===== config.mk =====
export PLATFORM = sky130hd
export DESIGN_NAME = regfile_write_arbiter
export DESIGN_NICKNAME = d
export VERILOG_FILES = /design/src/rtl/regfile_pkg.sv /design/src/rtl/rr_priority_picker.sv /design/src/rtl/regfile_write_arbiter.sv
export SDC_FILE = /design/constraint.sdc
export NUM_CORES = 1
export LEC_CHECK = 0
export CORE_ASPECT_RATIO = 0.7
export CORE_MARGIN = 1.5
export CORE_UTILIZATION = 33
export DETAILED_ROUTE_END_ITERATION = 10
export GPL_TIMING_DRIVEN = 0
export PLACE_DENSITY = 0.88
export SYNTH_ARGS = -nofsm -noshare
export SYNTH_HDL_FRONTEND = slang
export SYNTH_SLANG_ARGS = --single-unit

===== constraint.sdc =====
create_clock -name clock -period 4.1 [get_ports clock]
set_input_delay 0.82 -clock clock [delete_from_list [all_inputs] [get_ports clock]]
set_output_delay 0.82 -clock clock [all_outputs]
set_load 0.005 [all_outputs]

===== src/rtl/regfile_pkg.sv =====
// Shared definitions for the register-file write-port arbiter.
package regfile_pkg;

    localparam int REG_W    = 5;
    localparam int DATA_W   = 32;
    localparam int NUM_REGS = 32;
    localparam int PTR_W    = 3;

    localparam logic [REG_W-1:0] ZERO_REG = 5'd0;

    function automatic logic [PTR_W-1:0] rr_next(input logic [PTR_W-1:0] idx, input int n);
        if (int'(idx) >= n - 1) return '0;
        return idx + PTR_W'(1);
    endfunction

endpackage


===== src/rtl/rr_priority_picker.sv =====
// Combinational round-robin picker: rotate requests by the pointer, take the
// lowest set bit, and map the winner back to its absolute requester index.
module rr_priority_picker
    import regfile_pkg::*;
#(
    parameter int NUM_REQ = 4
) (
    input  logic [NUM_REQ-1:0] i_req_valid,
    input  logic [PTR_W-1:0]   i_rr_ptr,
    output logic [NUM_REQ-1:0] o_grant,
    output logic [PTR_W-1:0]   o_grant_idx,
    output logic               o_grant_any
);

    localparam logic [PTR_W:0] N_EXT = (PTR_W+1)'(NUM_REQ);

    logic [2*NUM_REQ-1:0] w_double;
    logic [NUM_REQ-1:0]   w_rot;
    logic [PTR_W-1:0]     w_rot_idx;
    logic [PTR_W:0]       w_sum;

    // NOTE: every output and temporary gets a default first so no latch is inferred.
    always_comb begin
        w_double    = {i_req_valid, i_req_valid};
        w_rot       = NUM_REQ'(w_double >> i_rr_ptr);
        w_rot_idx   = '0;
        o_grant_any = 1'b0;
        // Scan downwards so the lowest set bit is the last one written.
        for (int i = NUM_REQ - 1; i >= 0; i--) begin
            if (w_rot[i]) begin
                w_rot_idx   = PTR_W'(i);
                o_grant_any = 1'b1;
            end
        end
        w_sum = {1'b0, w_rot_idx} + {1'b0, i_rr_ptr};
        if (w_sum >= N_EXT) w_sum = w_sum - N_EXT;
        o_grant_idx = w_sum[PTR_W-1:0];
        for (int i = 0; i < NUM_REQ; i++) begin
            o_grant[i] = o_grant_any && (o_grant_idx == PTR_W'(i));
        end
    end

endmodule


===== src/rtl/regfile_write_arbiter.sv =====
// Round-robin arbiter sharing the register file's single write port, with a
// one-stage registered output feeding the write-select decoder.
module regfile_write_arbiter #(
    parameter int NUM_REQ = 4,
    parameter int REG_W   = regfile_pkg::REG_W,
    parameter int DATA_W  = regfile_pkg::DATA_W
) (
    input  logic                      clock,
    input  logic                      reset,
    input  logic                      stall,
    input  logic [NUM_REQ-1:0]        req_valid,
    input  logic [NUM_REQ*REG_W-1:0]  req_reg,
    input  logic [NUM_REQ*DATA_W-1:0] req_data,
    output logic [NUM_REQ-1:0]        grant,
    output logic                      ctrl_writeEnable,
    output logic [REG_W-1:0]          ctrl_writeReg,
    output logic [DATA_W-1:0]         data_writeReg,
    output logic [2:0]                last_grant_id
);

    import regfile_pkg::*;

    logic [PTR_W-1:0]   r_rr_ptr;
    logic               r_write_enable;
    logic [REG_W-1:0]   r_write_reg;
    logic [DATA_W-1:0]  r_write_data;
    logic [2:0]         r_last_grant_id;

    logic [NUM_REQ-1:0] w_pick_grant;
    logic [PTR_W-1:0]   w_pick_idx;
    logic               w_pick_any;
    logic               w_grant_any;
    logic [REG_W-1:0]   w_sel_reg;
    logic [DATA_W-1:0]  w_sel_data;

    rr_priority_picker #(
        .NUM_REQ (NUM_REQ)
    ) u_picker (
        .i_req_valid (req_valid),
        .i_rr_ptr    (r_rr_ptr),
        .o_grant     (w_pick_grant),
        .o_grant_idx (w_pick_idx),
        .o_grant_any (w_pick_any)
    );

    // Gating by reset here means no transfer can complete in a reset cycle.
    assign w_grant_any = w_pick_any & ~reset & ~stall;
    assign grant       = w_grant_any ? w_pick_grant : '0;

    always_comb begin
        w_sel_reg  = '0;
        w_sel_data = '0;
        for (int i = 0; i < NUM_REQ; i++) begin
            if (w_pick_grant[i]) begin
                w_sel_reg  = req_reg[i*REG_W +: REG_W];
                w_sel_data = req_data[i*DATA_W +: DATA_W];
            end
        end
    end

    // NOTE: sequential state uses non-blocking assignments so every register
    // samples pre-edge values regardless of statement order.
    always_ff @(posedge clock) begin
        if (reset) begin
            r_rr_ptr        <= '0;
            r_write_enable  <= 1'b0;
            r_write_reg     <= '0;
            r_write_data    <= '0;
            r_last_grant_id <= '0;
        end else if (w_grant_any) begin
            r_rr_ptr        <= rr_next(w_pick_idx, NUM_REQ);
            r_write_enable  <= (w_sel_reg != REG_W'(ZERO_REG));
            r_write_reg     <= w_sel_reg;
            r_write_data    <= w_sel_data;
            r_last_grant_id <= w_pick_idx;
        end else begin
            r_write_enable  <= 1'b0;
        end
    end

    assign ctrl_writeEnable = r_write_enable;
    assign ctrl_writeReg    = r_write_reg;
    assign data_writeReg    = r_write_data;
    assign last_grant_id    = r_last_grant_id;

endmodule


### After elaboration in Yosys (flattened, before gate mapping)

Index checks and enable logic that the tools add are counted.

| word-level totals | value |
|---|---|
| bits in registers | 44 |
| latch bits | 0 |
| memory bits (writable) | 0 |
| memory bits (read-only) | 0 |
| bits of input ports | 155 |
| memories kept | 0 |

| cells by class | value |
|---|---|
| $add $sub $neg | 3 |
| $mul | 0 |
| div/mod/pow operators | 0 |
| order comparisons | 2 |
| equality and inequality tests | 3 |
| shift-type cells | 1 |
| multiplexer cells | 23 |
| bitwise logic cells | 5 |
| reduce and logical (&&, ||, !) cells | 7 |

Operator list:

| operator | count |
|---|---|
| $mux W32 | 4 |
| $mux W5 | 4 |
| $mux W3 | 3 |
| $mux W2 | 4 |
| $shr A8 B3 Y4 | 1 |
| $mux W1 | 7 |
| $eq A3 B2 Y1 const B | 2 |
| $reduce_bool A5 Y1 | 1 |
| $add A2 B3 Y4 | 1 |
| $ge A4 B3 Y1 const B | 1 |
| $logic_and A1 B1 Y1 | 4 |
| $mux W4 | 1 |
| $add A3 B1 Y3 const B | 1 |
| $eq A3 B1 Y1 const B | 1 |
| $ge A3 B2 Y1 const B | 1 |
| $logic_not A3 Y1 | 1 |
| $not A1 Y1 | 3 |
| $sub A3 B3 Y3 const B | 1 |
| $and A1 B1 Y1 | 2 |
| $reduce_or A2 Y1 | 1 |

### Longest topological paths before layout

Gate-level depths: netlist (run 1).

| depth | value |
|---|---|
| word-level depth | 15 |
| mapped depth | 16 |
| mapped depth without buffers | 14 |

### Hierarchy

A second synthesis (run 1) with hierarchy kept.

| unflattened totals | value |
|---|---|
| cell total of the unflattened synthesis | 381 |
| area total of the unflattened synthesis | 3432.0 sq um |

Modules (own cells, without submodules):

| module | instances | cells an instance | area each (sq um) | seq. area each (sq um) |
|---|---|---|---|---|
| regfile_write_arbiter | 1 | 341 | 3138.0 | 880.8 |
| rr_priority_picker | 1 | 40 | 294.0 | 0.0 |

### Worst setup path after synthesis (run 1)

No wires, ideal clock.

| timing path | value |
|---|---|
| path type | input to output |
| start point | in req_valid[0] |
| end point | out grant[3] |
| data arrival time | 3.284 ns |
| slack | -0.004 ns |
| stages | 11 |
| buffers on the path | 2 |
| cell sequence | and3b_1 or3_1 o21ai_0 ha_1 a21o_1 and3_1 inv_1 ha_1 clkbuf_1 clkbuf_1 and2_1 |

| between the ends | value |
|---|---|
| longest elaborated chain between the ends | 11 |
| elaborated cells on any way between the ends | 18 |
| those cells by class | 2 x add/sub; 1 x order compare; 1 x eq/ne; 1 x shift; 10 x mux; 2 x bitwise; 1 x reduce/logical |

Ends and longest elaborated chain:

| element | line | RTL |
|---|---|---|
| start, declared | regfile_write_arbiter.sv:11 | `input logic [NUM_REQ-1:0] req_valid,` |
| $shr A8 B3 Y4 (*) | rr_priority_picker.sv:25 | `w_rot = NUM_REQ'(w_double >> i_rr_ptr);` |
| $mux W2 (4 in series) | rr_priority_picker.sv:30 | `if (w_rot[i]) begin` |
| $add A2 B3 Y4 | rr_priority_picker.sv:35 | `w_sum = {1'b0, w_rot_idx} + {1'b0, i_rr_ptr};` |
| $ge A4 B3 Y1 or $sub A3 B3 Y3 (tied branches) | rr_priority_picker.sv:36 | `if (w_sum >= N_EXT) w_sum = w_sum - N_EXT;` |
| $mux W3 | rr_priority_picker.sv:36 |  |
| $eq A3 B2 Y1 | rr_priority_picker.sv:39 | `o_grant[i] = o_grant_any && (o_grant_idx == PTR_W'(i));` |
| $logic_and A1 B1 Y1 | rr_priority_picker.sv:39 |  |
| $mux W4 (*) | regfile_write_arbiter.sv:48 | `assign grant = w_grant_any ? w_pick_grant : '0;` |
| end, declared | regfile_write_arbiter.sv:14 | `output logic [NUM_REQ-1:0] grant,` |

Every way passes the cells marked *; elsewhere a longest branch is shown, timed or not.

### Worst setup path after layout (run 1)

| timing path | value |
|---|---|
| start point | in req_valid[0] |
| end point | out grant[1] |

| between the ends | value |
|---|---|
| longest elaborated chain between the ends | 11 |
| elaborated cells on any way between the ends | 18 |
| those cells by class | 2 x add/sub; 1 x order compare; 1 x eq/ne; 1 x shift; 10 x mux; 2 x bitwise; 1 x reduce/logical |

Ends and longest elaborated chain:

| element | line | RTL |
|---|---|---|
| $shr A8 B3 Y4 (*) | rr_priority_picker.sv:25 |  |
| $mux W2 (3 in series) | rr_priority_picker.sv:30 |  |
| $mux W2 (*) | rr_priority_picker.sv:30 |  |
| $add A2 B3 Y4 (*) | rr_priority_picker.sv:35 |  |
| $ge A4 B3 Y1 or $sub A3 B3 Y3 (tied branches) | rr_priority_picker.sv:36 |  |
| $mux W3 (*) | rr_priority_picker.sv:36 |  |
| net u_picker.o_grant_idx[1] | rr_priority_picker.sv:11 | `output logic [PTR_W-1:0] o_grant_idx,` |
| $eq A3 B1 Y1 (*) | rr_priority_picker.sv:39 |  |
| $logic_and A1 B1 Y1 (*) | rr_priority_picker.sv:39 |  |
| $mux W4 (*) | regfile_write_arbiter.sv:48 |  |

The timed path passes the listed nets; every way through them passes the cells marked *.

==> results of run 1 <==
## worst max-delay path, cell delays in order
cell and delay (ps):
buf_6 100, and3b_1 190, nor3_2 320, or4_4 210, o21ai_4 60, fa_2 620
inv_2 80, ha_4 170, buf_6 120, buf_8 110, clkbuf_16 150, and3_4 140
buf_2 120
## worst paths after layout
check,end,from,slack [ps],cells after the start
setup / recovery,grant[1],req_valid[0],60,13
hold / removal,data_writeReg[20],data_writeReg[20],470,1
setup reg to reg,r_rr_ptr[2],r_rr_ptr[0],150,15
hold reg to reg,data_writeReg[20],data_writeReg[20],470,1
## final cells by class
| class | count | area, sq um | share of cell area, % |
|---|---|---|---|
| buffer | 36 | 279 | 4.97 |
| sequential | 44 | 881 | 15.7 |
| clock buffer | 5 | 125 | 2.23 |
| clock inverter | 3 | 42.5 | 0.758 |
| timing repair buffer | 214 | 2090 | 37.3 |
| tap | 120 | 150 | 2.68 |
| multi-input combinational | 291 | 2020 | 36.0 |
| inverter | 5 | 18.8 | 0.335 |
## stage by stage
stage	power (W)	TNS, ps	hold WS [ps]
global route	0.00234	-3.95	476
detailed placement	0.00159	-33390	446
finish	0.00220	0	465
global placement	0.00156	-28310	444
CTS	0.00221	0	467
floorplan	0.00111	0	456
## placed cells by master (no fill, tap or decap), types with 2 or more instances in the layout
master / count
clkdlybuf4s50_1: 190
nand2_1: 46
dfxtp_1: 44
o21ai_0: 43
a21oi_1: 37
a22oi_1: 35
and3b_1: 32
o2bb2ai_1: 32
buf_4: 20
clkbuf_1: 11
buf_6: 9
nor2_1: 8
clkbuf_16: 8
nand3_1: 6
buf_1: 5
buf_2: 5
a211oi_1: 4
clkbuf_2: 4
ha_4: 4
and3_1: 3
inv_1: 3
inv_2: 2
mux2i_1: 2
nor2b_1: 2
mux2_2: 2
nand2b_1: 2
a31o_2: 2
nand4b_1: 2
ha_1: 2
## registers in the layout (all words and copies together) (netlist names)
name	count
data_writeReg	32
ctrl_writeReg	5
last_grant_id	3
r_rr_ptr	3
ctrl_writeEnable	1
## power by group through the flow
stage          sequential [W]  combinational, W  clock, W
2_1_floorplan        0.000550          0.000559         0
3_3_place_gp         0.000547           0.00101         0
3_5_place_dp         0.000548           0.00104         0
4_1_cts              0.000541           0.00119  0.000472
5_1_grt              0.000549           0.00130  0.000489
6_report             0.000542           0.00120  0.000462
## cells by family (layout without fill, tap and decap cells)
| family | count (synthesis) | in the layout |
|---|---|---|
| flip-flops | 44 | 44 |
| AO/OA/AOI/OAI | 169 | 169 |
| buffers and inverters | 43 | 263 |
| adder cells (fa/ha/maj) | 8 | 8 |
| AND/OR/NAND/NOR | 109 | 109 |
| multiplexers | 5 | 5 |
## per-layer routing
metal  wire length [um]  up-vias  share of wire [%]  global-route usage (%)
met2               6140      201                 47                    45.4
met3               1240       24                9.5                    7.70
met1               5380     1821                 41                    30.4
met5                  0        -                  0                       0
met4                218        0                1.7                    8.31
li1                   -     1862                  -                       -
## timing repair
| item | in CTS | in global routing |
|---|---|---|
| endpoints found under the hold margin | 0 | 0 |
| pin swaps | 10 | 3 |
| endpoints found under the setup margin | 44 | 26 |
| resized for setup | 85 | 13 |
| setup buffers | 15 | 1 |
| hold buffers | 0 | 0 |
==> results.py, run 1 <==
metrics = {
    "yosys": {
        "synthesis.nets": 541,
        "syn-instance-count": 378,
        "yosysSeqAreaShare_pct": 29.4,
        "synth-edff-count": 0,
        "synthAdderAreaFrac_pct": 3.59,
        "synth_seq_cells": 44,
        "synthTopCellsByArea": "dfxtp_1 (29%), and3b_1 (9.3%), o2bb2ai_1 (9.3%)",
        "synth-compound-area-share_pct": 37.4,
        "yosysMostFrequentCell": "nand2_1",
        "synth_commonest_cells": "nand2_1 (46), o21ai_0 (45), dfxtp_1 (44), a21oi_1 (37), a22oi_1 (35)",
        "synth_xor_area_share_pct": 0,
        "yosys.area.top_type": "dfxtp_1",
        "synth_top_family_by_area": "compound AO/OA/AOI/OAI gates",
        "synth.distinct_cells": 45,
        "yosys.area_share.simple_pct": 21.1,
        "ys.flop_type": "dfxtp_1",
        "avgSynthCellArea_sq_um": 7.94,
        "netlist_area_sq_um": 3000,
        "yosys_warnings": 0,
        "synthArstFlopShare_pct": 0,
        "synth_mux_area_share_pct": 1.92,
        "synth_top_area_share_pct": 29.4,
    },
    "detailed_routing": {
        "dr.pass1.iters": 6,
        "drt_iter0_drc": 166,
        "vias": 3908,
        "routed_wl_um": 13000,
        "drc": 0,
        "ant_nets": 0,
        "vias_per_cell": 5.44,
        "wl_per_cell_um": 18.1,
    },
    "setup_path": {
        "crit_type": "in2out",
        "cp-end-kind": "primary output",
        "cp_max_fo": 10,
        "required_ps": 3280,
        "critPathArrivalTime_ps": 3220,
        "worst_setup_path_start_kind": "input pin",
    },
    "place": {
        "place_hpwl_um": 9880,
        "port_buffers": 198,
        "placed_area_sq_um": 5130,
        "gp_congestion": 0.833,
        "dp.cells": 696,
        "place_ws_ps": -1570,
    },
    "layout": {
        "area_growth_pct": 86.9,
        "fin_cells": 718,
        "final_util_pct": 64.8,
        "fill_cells": 737,
        "final_area_sq_um": 5610,
        "finalNetCount": 760,
        "diodes": 0,
        "layout-drive-gt1-share_pct": 13.0,
    },
    "status": {
        "status": "finished, final reports clean",
    },
    "timing": {
        "setup_slack_ps": 56.5,
        "hold_viol": 0,
        "clock.fmax_mhz": 247,
        "drv_slew": 0,
        "post-route-period-util_pct": 98.6,
        "fin_crit_ps": 4040,
        "relSlewSlack_pct": 59.1,
        "tightest_slew_ps": 612,
        "setup_viol": 0,
        "finalClockSkew_ps": 5.43,
    },
    "pwr": {
        "intPower_w": 0.00143,
        "leakage_nw": 2.17,
        "p_per_area_nw_per_um2": 392,
        "switching_share_pct": 35.2,
        "p_seq_share_pct": 24.6,
        "power.share.clock_pct": 21.0,
        "vdd_drop_max_uv": 236,
        "p_comb_share_pct": 54.4,
        "switchingPower_w": 0.000775,
    },
    "global_routing": {
        "first_global_vias": 3947,
        "grtUsageTotal_pct": 25.8,
        "antenna_found_initial": 0,
        "overflow": 0,
        "grt_max_degree": 15,
        "grt_pass1_wl_um": 19000,
    },
    "die": {
        "core_area_sq_um": 8650,
        "ioPinCount": 200,
        "fp.dieH_um": 82.8,
        "num_rows": 28,
        "die_x_um": 117,
        "die_area_sq_um": 9680,
        "start_util_pct": 34.7,
    },
    "clock_network": {
        "cts_tree": "done",
        "insertion_delay_ps": 290,
        "cts_max_path_buffers": 2,
        "cts.sinks": 44,
        "clkTransAtPathRegs_ps": 60,
        "cts-root-buf": "clkbuf_16",
        "htree_levels": 2,
        "cts_made_buffers": 5,
    },
    "hold_path": {
        "hold_class": "reg2reg",
    },
    "run": {
        "drv_cap": 0,
    },
}
Power figures use the tool's default switching activity.
==> inputs of run 2 (changes only) <==
- CTS_CLUSTER_SIZE: unset -> 30
==> results of run 2 <==
Final layout, timing and power as in run 1 (identical DEF).
==> inputs of run 3 (changes only) <==
- CORE_UTILIZATION: 33 -> 36
- PLACE_DENSITY: 0.88 -> 0.91
- clock period: 4.1 -> 3.9 ns (I/O delays scaled with it)
==> run 3 against run 2 <==
  * The run now ends with DRC, setup timing left
  * Flip-flop and latch count unchanged
  * Final cell count fell by 2.6%
  * Count of clock-buffer cells in the layout increased by 2
  * Hold slack is essentially flat
  * Core utilization rose by 6.4 points
  * Clock power increased by 13%
==> results.py, run 3 (same netlist as run 1, synthesis figures left out) <==
metrics = {
    "status": {
        "status": "finished, violations left",
        "violations": "DRC, setup timing",
    },
    "global_routing": {
        "grt_max_degree": 14,
        "grtUsageTotal_pct": 27.5,
        "first_global_vias": 4029,
        "grt_pass1_wl_um": 19500,
        "antenna_found_initial": 0,
        "overflow": 0,
    },
    "layout": {
        "layout-drive-gt1-share_pct": 14.5,
        "diodes": 0,
        "final_cell_mix": "clkdlybuf4s50_1 (190), nand2_1 (46), o21ai_0 (42)",
        "fill_cells": 638,
        "finalNetCount": 760,
        "layout_commonest_cell": "clkdlybuf4s50_1",
        "fin_cells": 699,
        "area_growth_pct": 89.2,
        "largest_reg_flops": 32,
        "final_area_sq_um": 5680,
    },
    "timing": {
        "post-route-period-util_pct": 100,
        "setup_viol": 1,
        "clock.fmax_mhz": 255,
        "setup_slack_ps": -15.5,
        "rsz0062_at_grt": "true",
        "finalClockSkew_ps": 3.17,
        "fin_crit_ps": 3920,
        "tightest_slew_ps": 650,
        "relSlewSlack_pct": 56.6,
        "hold_viol": 0,
        "whs_ps": 465,
        "drv_slew": 0,
    },
    "place": {
        "placed_area_sq_um": 5110,
        "dp.cells": 677,
        "port_buffers": 198,
        "gp_congestion": 0.888,
        "place_hpwl_um": 9420,
    },
    "setup_path": {
        "worst_setup_path_start_kind": "input pin",
        "r2r_end": "ctrl_writeEnable",
        "crit_type": "in2out",
        "worstRegToRegCells": 14,
        "cp-end-kind": "primary output",
        "required_ps": 3120,
        "endpoint": "grant[3]",
        "critPathArrivalTime_ps": 3140,
        "cp_max_fo": 4,
        "crit_start": "req_valid[0]",
        "r2r_slack_ps": 110,
        "rr_startpoint": "r_rr_ptr[0]",
    },
    "clock_network": {
        "htree_levels": 2,
        "cts.sinks": 44,
        "cts_tree": "done",
        "cts_hold_buf": 0,
        "clkTransAtPathRegs_ps": 60,
        "insertion_delay_ps": 280,
        "cts-root-buf": "clkbuf_16",
        "cts_made_buffers": 5,
        "cts_max_path_buffers": 2,
    },
    "pwr": {
        "power.share.clock_pct": 22.1,
        "p_comb_share_pct": 53.6,
        "leakage_nw": 2.19,
        "switching_share_pct": 34.3,
        "p_seq_share_pct": 24.3,
        "switchingPower_w": 0.000807,
        "intPower_w": 0.00155,
        "power_w": 0.00235,
        "vdd_drop_max_uv": 283,
        "p_per_area_nw_per_um2": 414,
    },
    "detailed_routing": {
        "routed_wl_um": 12600,
        "dr.pass1.iters": 8,
        "drc": 11,
        "vias_per_cell": 5.61,
        "wl_per_cell_um": 18.0,
        "ant_nets": 0,
        "vias": 3922,
        "drt_iter0_drc": 226,
    },
    "die": {
        "fp.dieH_um": 79.4,
        "start_util_pct": 37.6,
        "ioPinCount": 200,
        "core_area_sq_um": 7970,
        "die_area_sq_um": 8900,
        "die_x_um": 112,
        "num_rows": 27,
    },
    "run": {
        "drv_cap": 0,
    },
    "hold_path": {
        "hold_class": "reg2reg",
    },
}
-- run 3: critical path: stages --
cell	delay [ps]
buf_8	100
mux2_4	260
or4_4	520
o21ai_4	90
fa_2	520
buf_6	160
ha_4	150
ha_4	160
clkbuf_16	140
and2_4	130
buf_6	110
-- run 3: final cells by class --
cell class / count / area, sq um / area share, %
Inverter: 5 / 21.3 / 0.375
Sequential cell: 44 / 885 / 15.6
Clock inverter: 1 / 30.0 / 0.529
Clock buffer: 7 / 153 / 2.69
Tap cell: 101 / 126 / 2.23
Timing Repair Buffer: 215 / 2130 / 37.5
Buffer: 35 / 278 / 4.89
Multi-Input combinational cell: 291 / 2060 / 36.2
-- run 3: how the worst min path moves through the flow --
stage / startpoint / end / slack, ps / depth (start not counted)
floorplan: data_writeReg[0] / data_writeReg[0] / 460 / 1
global placement: data_writeReg[8] / data_writeReg[8] / 440 / 1
detailed placement: data_writeReg[12] / data_writeReg[12] / 450 / 1
CTS: data_writeReg[12] / data_writeReg[12] / 470 / 1
global route: data_writeReg[0] / data_writeReg[0] / 480 / 1
finish: data_writeReg[12] / data_writeReg[12] / 470 / 1
-- run 3: timing repair --
action	in CTS	in global routing
pin swaps	9	8
setup buffers	14	3
gates resized for setup	91	29
endpoints found under the setup margin	45	38
-- run 3: per-stage QoR --
stage | util (%) | TNS [ps] | setup WS (ps)
6_report | 71.2 | -15.5 | -15.5
5_1_grt | 71.2 | -163 | -51.1
4_1_cts | 70.6 | -147 | -60.3
3_5_place_dp | 64.1 | -38530 | -1610
3_3_place_gp | 64.1 | -33560 | -1520
2_1_floorplan | - | -39.4 | -39.4
-- run 3: power groups by stage --
stage               Combinational, W  Sequential [W]  Clock (W)
floorplan                   0.000588        0.000578          0
global placement             0.00106        0.000575          0
detailed placement           0.00109        0.000577          0
CTS                          0.00125        0.000569   0.000520
global route                 0.00138        0.000579   0.000543
finish                       0.00126        0.000571   0.000520
-- run 3: per-layer routing --
metal | GRT usage (%) | part of all wire (%) | vias to the layer above
met3 | 6.91 | 9.4 | 13
met1 | 32.7 | 40 | 1870
li1 | - | - | 1867
met5 | 0 | 0 | -
met4 | 7.09 | 0.90 | 0
met2 | 49.8 | 49 | 172
